## src/rtl/writeback_pipe_stage_if.sv

```systemverilog
// Upstream (memory-stage) to writeback-stage instruction handshake.
// The master drives the instruction fields; the slave returns mem_ready.
interface writeback_pipe_stage_if #(
   parameter int REG_AW = 5
);
   logic              mem_valid;
   logic              mem_ready;
   logic              mem_wen;
   logic [REG_AW-1:0] mem_regsrc;
   logic [31:0]       mem_result;
   logic              mem_is_load;
   logic [2:0]        mem_load_type;
   logic [1:0]        mem_addr_lo;

   modport master (
      output mem_valid, mem_wen, mem_regsrc, mem_result,
             mem_is_load, mem_load_type, mem_addr_lo,
      input  mem_ready
   );

   modport slave (
      input  mem_valid, mem_wen, mem_regsrc, mem_result,
             mem_is_load, mem_load_type, mem_addr_lo,
      output mem_ready
   );
endinterface

```

## src/rtl/writeback_pipe_stage.sv

```systemverilog
// Writeback stage: captures an instruction, waits out the data-memory read
// latency for loads, extracts the load lane, and drives one register-file write.
//
// state    | meaning
// ---------+--------------------------------------------------------------
// S_IDLE   | no instruction held, ready to accept
// S_WAIT   | load accepted, counting down until dram_rdata is valid
// S_COMMIT | captured instruction presented on wb_*; may accept the next
module writeback_pipe_stage #(
   parameter int REG_AW   = 5,
   parameter int LOAD_LAT = 1
) (
   input  logic                   clk,
   input  logic                   resetn,
   writeback_pipe_stage_if.slave  mem,
   input  logic [31:0]            dram_rdata,
   output logic                   wb_wen,
   output logic [REG_AW-1:0]      wb_regsrc,
   output logic [31:0]            wb_regwdata,
   output logic                   wb_busy
);

   typedef enum logic [1:0] {
      S_IDLE   = 2'd0,
      S_WAIT   = 2'd1,
      S_COMMIT = 2'd2
   } state_t;

   localparam logic [2:0] CNT_INIT = (LOAD_LAT > 0) ? 3'(LOAD_LAT - 1) : 3'd0;
   localparam bit         HAS_WAIT = (LOAD_LAT > 0);

   state_t            state, state_nxt;
   logic [2:0]        cnt;
   logic              accept;
   logic              wait_done;

   logic              cap_wen;
   logic [REG_AW-1:0] cap_regsrc;
   logic [31:0]       cap_result;
   logic              cap_is_load;
   logic [2:0]        cap_load_type;
   logic [1:0]        cap_addr_lo;
   logic [31:0]       rdata_q;

   logic [7:0]        sel_byte;
   logic [15:0]       sel_half;
   logic [31:0]       load_data;

   assign accept    = mem.mem_valid && mem.mem_ready;
   assign wait_done = (state == S_WAIT) && (cnt == 3'd0);

   always_ff @(posedge clk or negedge resetn) begin
      if (!resetn) begin
         state <= S_IDLE;
      end else begin
         state <= state_nxt;
      end
   end

   always_comb begin
      state_nxt     = state;
      mem.mem_ready = 1'b1;
      case (state)
         S_IDLE, S_COMMIT: begin
            if (accept) begin
               state_nxt = (mem.mem_is_load && HAS_WAIT) ? S_WAIT : S_COMMIT;
            end else begin
               state_nxt = S_IDLE;
            end
         end
         S_WAIT: begin
            mem.mem_ready = 1'b0;
            if (cnt == 3'd0) begin
               state_nxt = S_COMMIT;
            end
         end
         default: state_nxt = S_IDLE;
      endcase
   end

   always_ff @(posedge clk or negedge resetn) begin
      if (!resetn) begin
         cnt <= 3'd0;
      end else if (accept && mem.mem_is_load && HAS_WAIT) begin
         cnt <= CNT_INIT;
      end else if (state == S_WAIT && cnt != 3'd0) begin
         cnt <= cnt - 3'd1;
      end
   end

   always_ff @(posedge clk or negedge resetn) begin
      if (!resetn) begin
         cap_wen       <= 1'b0;
         cap_regsrc    <= '0;
         cap_result    <= 32'd0;
         cap_is_load   <= 1'b0;
         cap_load_type <= 3'd0;
         cap_addr_lo   <= 2'd0;
      end else if (accept) begin
         cap_wen       <= mem.mem_wen;
         cap_regsrc    <= mem.mem_regsrc;
         cap_result    <= mem.mem_result;
         cap_is_load   <= mem.mem_is_load;
         cap_load_type <= mem.mem_load_type;
         cap_addr_lo   <= mem.mem_addr_lo;
      end
   end

   // With zero latency the read word is already valid at the accept edge.
   always_ff @(posedge clk or negedge resetn) begin
      if (!resetn) begin
         rdata_q <= 32'd0;
      end else if (HAS_WAIT ? wait_done : (accept && mem.mem_is_load)) begin
         rdata_q <= dram_rdata;
      end
   end

   always_comb begin
      sel_byte = rdata_q[7:0];
      case (cap_addr_lo)
         2'd0:    sel_byte = rdata_q[7:0];
         2'd1:    sel_byte = rdata_q[15:8];
         2'd2:    sel_byte = rdata_q[23:16];
         default: sel_byte = rdata_q[31:24];
      endcase
      sel_half = cap_addr_lo[1] ? rdata_q[31:16] : rdata_q[15:0];

      load_data = rdata_q;
      case (cap_load_type)
         3'b001:  load_data = {{24{sel_byte[7]}}, sel_byte};
         3'b010:  load_data = {24'd0, sel_byte};
         3'b011:  load_data = {{16{sel_half[15]}}, sel_half};
         3'b100:  load_data = {16'd0, sel_half};
         default: load_data = rdata_q;
      endcase
   end

   always_comb begin
      wb_wen      = 1'b0;
      wb_regsrc   = '0;
      wb_regwdata = 32'd0;
      wb_busy     = (state != S_IDLE);
      if (state == S_COMMIT) begin
         wb_wen      = cap_wen && (cap_regsrc != '0);
         wb_regsrc   = cap_regsrc;
         wb_regwdata = cap_is_load ? load_data : cap_result;
      end
   end

endmodule

```

## src/flat_wrapper.sv

```systemverilog
// flat-port wrapper written by rule: the top's interface ports become plain ports
module writeback_pipe_stage_flat 
#(
   parameter int REG_AW   = 5,
   parameter int LOAD_LAT = 1
)
  (clk, resetn, dram_rdata, wb_wen, wb_regsrc, wb_regwdata, wb_busy, mem_mem_valid, mem_mem_wen, mem_mem_regsrc, mem_mem_result, mem_mem_is_load, mem_mem_load_type, mem_mem_addr_lo, mem_mem_ready);
  writeback_pipe_stage_if #(.REG_AW(REG_AW)) mem_i ();
  input  logic clk;
  input  logic resetn;
  input  logic [31:0] dram_rdata;
  output logic wb_wen;
  output logic [REG_AW-1:0] wb_regsrc;
  output logic [31:0] wb_regwdata;
  output logic wb_busy;
  input wire logic [$bits(mem_i.mem_valid)-1:0] mem_mem_valid;
  input wire logic [$bits(mem_i.mem_wen)-1:0] mem_mem_wen;
  input wire logic [$bits(mem_i.mem_regsrc)-1:0] mem_mem_regsrc;
  input wire logic [$bits(mem_i.mem_result)-1:0] mem_mem_result;
  input wire logic [$bits(mem_i.mem_is_load)-1:0] mem_mem_is_load;
  input wire logic [$bits(mem_i.mem_load_type)-1:0] mem_mem_load_type;
  input wire logic [$bits(mem_i.mem_addr_lo)-1:0] mem_mem_addr_lo;
  output wire logic [$bits(mem_i.mem_ready)-1:0] mem_mem_ready;
  assign mem_i.mem_valid = mem_mem_valid;
  assign mem_i.mem_wen = mem_mem_wen;
  assign mem_i.mem_regsrc = mem_mem_regsrc;
  assign mem_i.mem_result = mem_mem_result;
  assign mem_i.mem_is_load = mem_mem_is_load;
  assign mem_i.mem_load_type = mem_mem_load_type;
  assign mem_i.mem_addr_lo = mem_mem_addr_lo;
  assign mem_mem_ready = mem_i.mem_ready;
  writeback_pipe_stage #(.REG_AW(REG_AW), .LOAD_LAT(LOAD_LAT)) u_core (.clk(clk), .resetn(resetn), .mem(mem_i), .dram_rdata(dram_rdata), .wb_wen(wb_wen), .wb_regsrc(wb_regsrc), .wb_regwdata(wb_regwdata), .wb_busy(wb_busy));
endmodule
```

## config.mk

```make
export PLATFORM = sky130hd
export DESIGN_NAME = writeback_pipe_stage_flat
export DESIGN_NICKNAME = d
export VERILOG_FILES = /design/src/rtl/writeback_pipe_stage_if.sv /design/src/rtl/writeback_pipe_stage.sv /design/src/flat_wrapper.sv
export SDC_FILE = /design/constraint.sdc
export NUM_CORES = 1
export LEC_CHECK = 0
export ABC_AREA = 0
export BUFFER_PORTS_ARGS = -buffer_cell sky130_fd_sc_hd__buf_2
export CORE_MARGIN = 2
export CORE_UTILIZATION = 53
export DETAILED_ROUTE_END_ITERATION = 10
export PLACE_DENSITY = 0.81
export SLEW_MARGIN = 20
export SYNTH_ARGS = -nofsm -noshare
export SYNTH_HDL_FRONTEND = slang
export SYNTH_SLANG_ARGS = --single-unit
```

## constraint.sdc

```tcl
create_clock -name clk -period 2.6 [get_ports clk]
set_input_delay 0.52 -clock clk [delete_from_list [all_inputs] [get_ports clk]]
set_output_delay 0.52 -clock clk [all_outputs]
set_load 0.01 [all_outputs]
```

==> qor.csv <==
metric,value,unit
period_share,100,%
cts_buffers,9,
firstDrtPassIters,5,
postLayoutCellArea,5790,sq um
num_rows,32,
ys_seq_area_share,46.9,%
period_minus_slack,2.61,ns
grt_pass1_wl,19700,um
reg2reg_from,u_core.cnt[0],
n_fill_cell,562,
dieWidth,94.3,um
cts_sinks,81,
port-buffer-count,118,
synth_xor_area_share,0.811,%
crit_buf_inv,1,
antenna_found_initial,0,
fin_ws,-0.0105,ns
die_area,8890,sq um
syn_area_per_cell,9.19,sq um
drtAntennaViolNets,0,
critPathKind,reg -> out,
dp.cells,676,
path_max_fanout,7,
fin_cells,711,
area_growth,34.0,%
wl_per_cell,17.9,um
cp_slowest_cell,or4bb_1,
muxShareOfSynthArea,14.6,%
synth_top_family_by_area,simple AND/OR/NAND/NOR gates,
ctsHtreeMaxLevel,3,
core-area,7810,sq um
dp_hpwl,8490,um
fin_util,74.1,%
drt_iter0_drc,314,
hp-class,in -> async,
track_usage,29.3,%
yosysWarnings,0,
n_antenna_cell,0,
rsz0062_at_grt,yes,
ir_drop,0.000563,V
grt_pass1_vias,4031,
grt_max_degree,49,
die_h,94.3,um
synthTopCellsByCount,"nand2_1, dfrtp_1, mux2_2, nor2_1, clkbuf_1",
fmax,0.383,GHz
maxCapViolations,0,
synthFlopType,dfrtp_1,
syn_inst,470,
crit_chain,or4bb_1 > o311a_4 > a32oi_4 > a21oi_2 > buf_2,
p_leak,2.82,nW
ys_types,40,
grt_overflow,0,
cp.required,2.08,ns
nets,685,
syn_nets,551,
synth_compound_area_share,11.1,%
drc,0,
drive_above_1_share,46.0,%
crit_path_max_incr_delay,0.54,ns
wirelength,12700,um
r2r_slack,0.74,ns
clock_latency,0.36,ns
path_delay_family,compound AO/OA/AOI/OAI gates,
synth.top_cell.area_share,46.9,%
status,finished with violations,
synth_edf_count,0,
end_kind,output pin,
cts_root_buf,clkbuf_8,
rr_worst_depth,6,
placed_area,5040,sq um
arrival,2.09,ns
finalSetupViolations,2,
place.gp.congestion,0.880,
tritoncts,done,
ioPinCount,119,
async_reset_ff_share,100,%
skew,0.0114,ns
syn_area,4320,sq um
ys_ff_latch,81,
hold_violations,0,
start_util,55.3,%
synthSimpleGateAreaFrac,22.5,%
synth-adder-area-share,0.579,%
violations,negative setup slack,
cts.path.max_buffers,2,
vias,4074,
clkTransAtPathRegs,0.10,ns
yosysMostFrequentCell,nand2_1,
power_density,1190,nW/um^2
cts_hold_buf,0,
cp-start-kind,flop,
slew_violations,0,
synth.area.top_cells,"dfrtp_1, nand2_1, mux2_2",
worst_pin_slew,0.579,ns
viasPerCell,5.73,
synth_top_cell_by_area,dfrtp_1,
rr_endpoint,u_core.rdata_q[5],
slew_headroom,61.4,%
[flip-flops by register name, indices dropped and copies added (netlist names)]
| register | count |
|---|---|
| u_core.state | 2 |
| u_core.cap_load_type | 3 |
| u_core.cap_regsrc | 5 |
| u_core.cap_is_load | 1 |
| u_core.cnt | 3 |
| u_core.cap_result | 32 |
| u_core.rdata_q | 32 |
| u_core.cap_wen | 1 |
| u_core.cap_addr_lo | 2 |
[per-stage QoR]
stage | worst slack [ns] | hold WS (ns) | power, mW | setup TNS [ns]
2_1_floorplan | 0.452 | 0.224 | 4.16 | 0
3_3_place_gp | 0.147 | 0.457 | 5.02 | 0
3_5_place_dp | 0.105 | 0.455 | 5.14 | 0
4_1_cts | -0.0108 | 0.154 | 6.37 | -0.0630
5_1_grt | -0.0654 | 0.178 | 7.31 | -0.980
6_report | -0.0105 | 0.134 | 6.90 | -0.0165
[layer usage]
metal / up-vias / track usage, % / routed length (um)
li1: 1872 / - / -
met1: 1981 / 37.4 / 4970
met2: 198 / 48.9 / 6550
met3: 23 / 6.42 / 988
met4: 0 / 10.7 / 195
met5: - / 0 / 0
[cell families after synthesis]
logic type                 Yosys count
AOI/OAI and AO/OA                   71
xor gates and xnor gates             4
adders and majority gates            2
buffers and inverters               35
DFF                                 81
muxes                               48
and+or+nand+nor                    229
[worst reg2reg max path: stages, from the launching register on]
cell      delay (ns)
dfrtp_1         0.37
inv_1           0.05
ha_1            0.20
ha_1            0.21
nand3b_1        0.09
buf_4           0.40
mux2_2          0.43
[cells in the final DEF (no fill, tap or decap), drive strengths merged, types with 3 or more instances in the layout]
cell    netlist  final
a21oi        18     18
and2          6      6
a221oi        4      4
buf           8    149
inv           6     10
clkbuf       21     11
mux2         40     40
nor2b         8      8
dfrtp        81     81
mux4          8      8
nand2       158    158
nand2b       11     11
o22ai         7      7
xnor2         3      3
a31oi         7      7
o21ai        22     22
a32oi         7      7
nor2         31     31
[worst max-delay path by stage]
| stage | depth (start not counted) | endpoint | from |
|---|---|---|---|
| 2_1_floorplan | 7 | wb_regwdata[21] | u_core.state[0] |
| 6_report | 5 | wb_regwdata[0] | u_core.cap_load_type[1] |
| 4_1_cts | 6 | wb_regwdata[19] | u_core.cap_addr_lo[1] |
| 3_5_place_dp | 5 | wb_regwdata[14] | u_core.cap_addr_lo[1] |
| 3_3_place_gp | 5 | wb_regwdata[14] | u_core.cap_addr_lo[1] |
| 5_1_grt | 7 | wb_regwdata[19] | u_core.cap_addr_lo[1] |
[layout make-up]
type	instances	area [sq um]	area share, %
Clock buffer	9	124	2.14
Clock inverter	7	83.8	1.45
Inverter	6	22.5	0.389
Multi-Input combinational cell	354	2430	42.1
Sequential cell	81	2030	35.1
Tap cell	102	128	2.21
Timing Repair Buffer	152	962	16.6
[where the power goes]
part,total (mW),switching (mW),internal (mW)
Clock,0.978,0.516,0.462
Combinational,3.53,1.78,1.75
Sequential,2.38,0.582,1.80
Total,6.90,2.88,4.01
[timing repair]
item                                   4_1_cts  5_1_grt
pin swaps                                    1       20
gates resized for setup                     30       46
setup buffers                                7       10
cloned                                       1        1
endpoints found under the hold margin        0        0
setup endpoints to repair                   31       32
(Power assumes the default switching activity.)
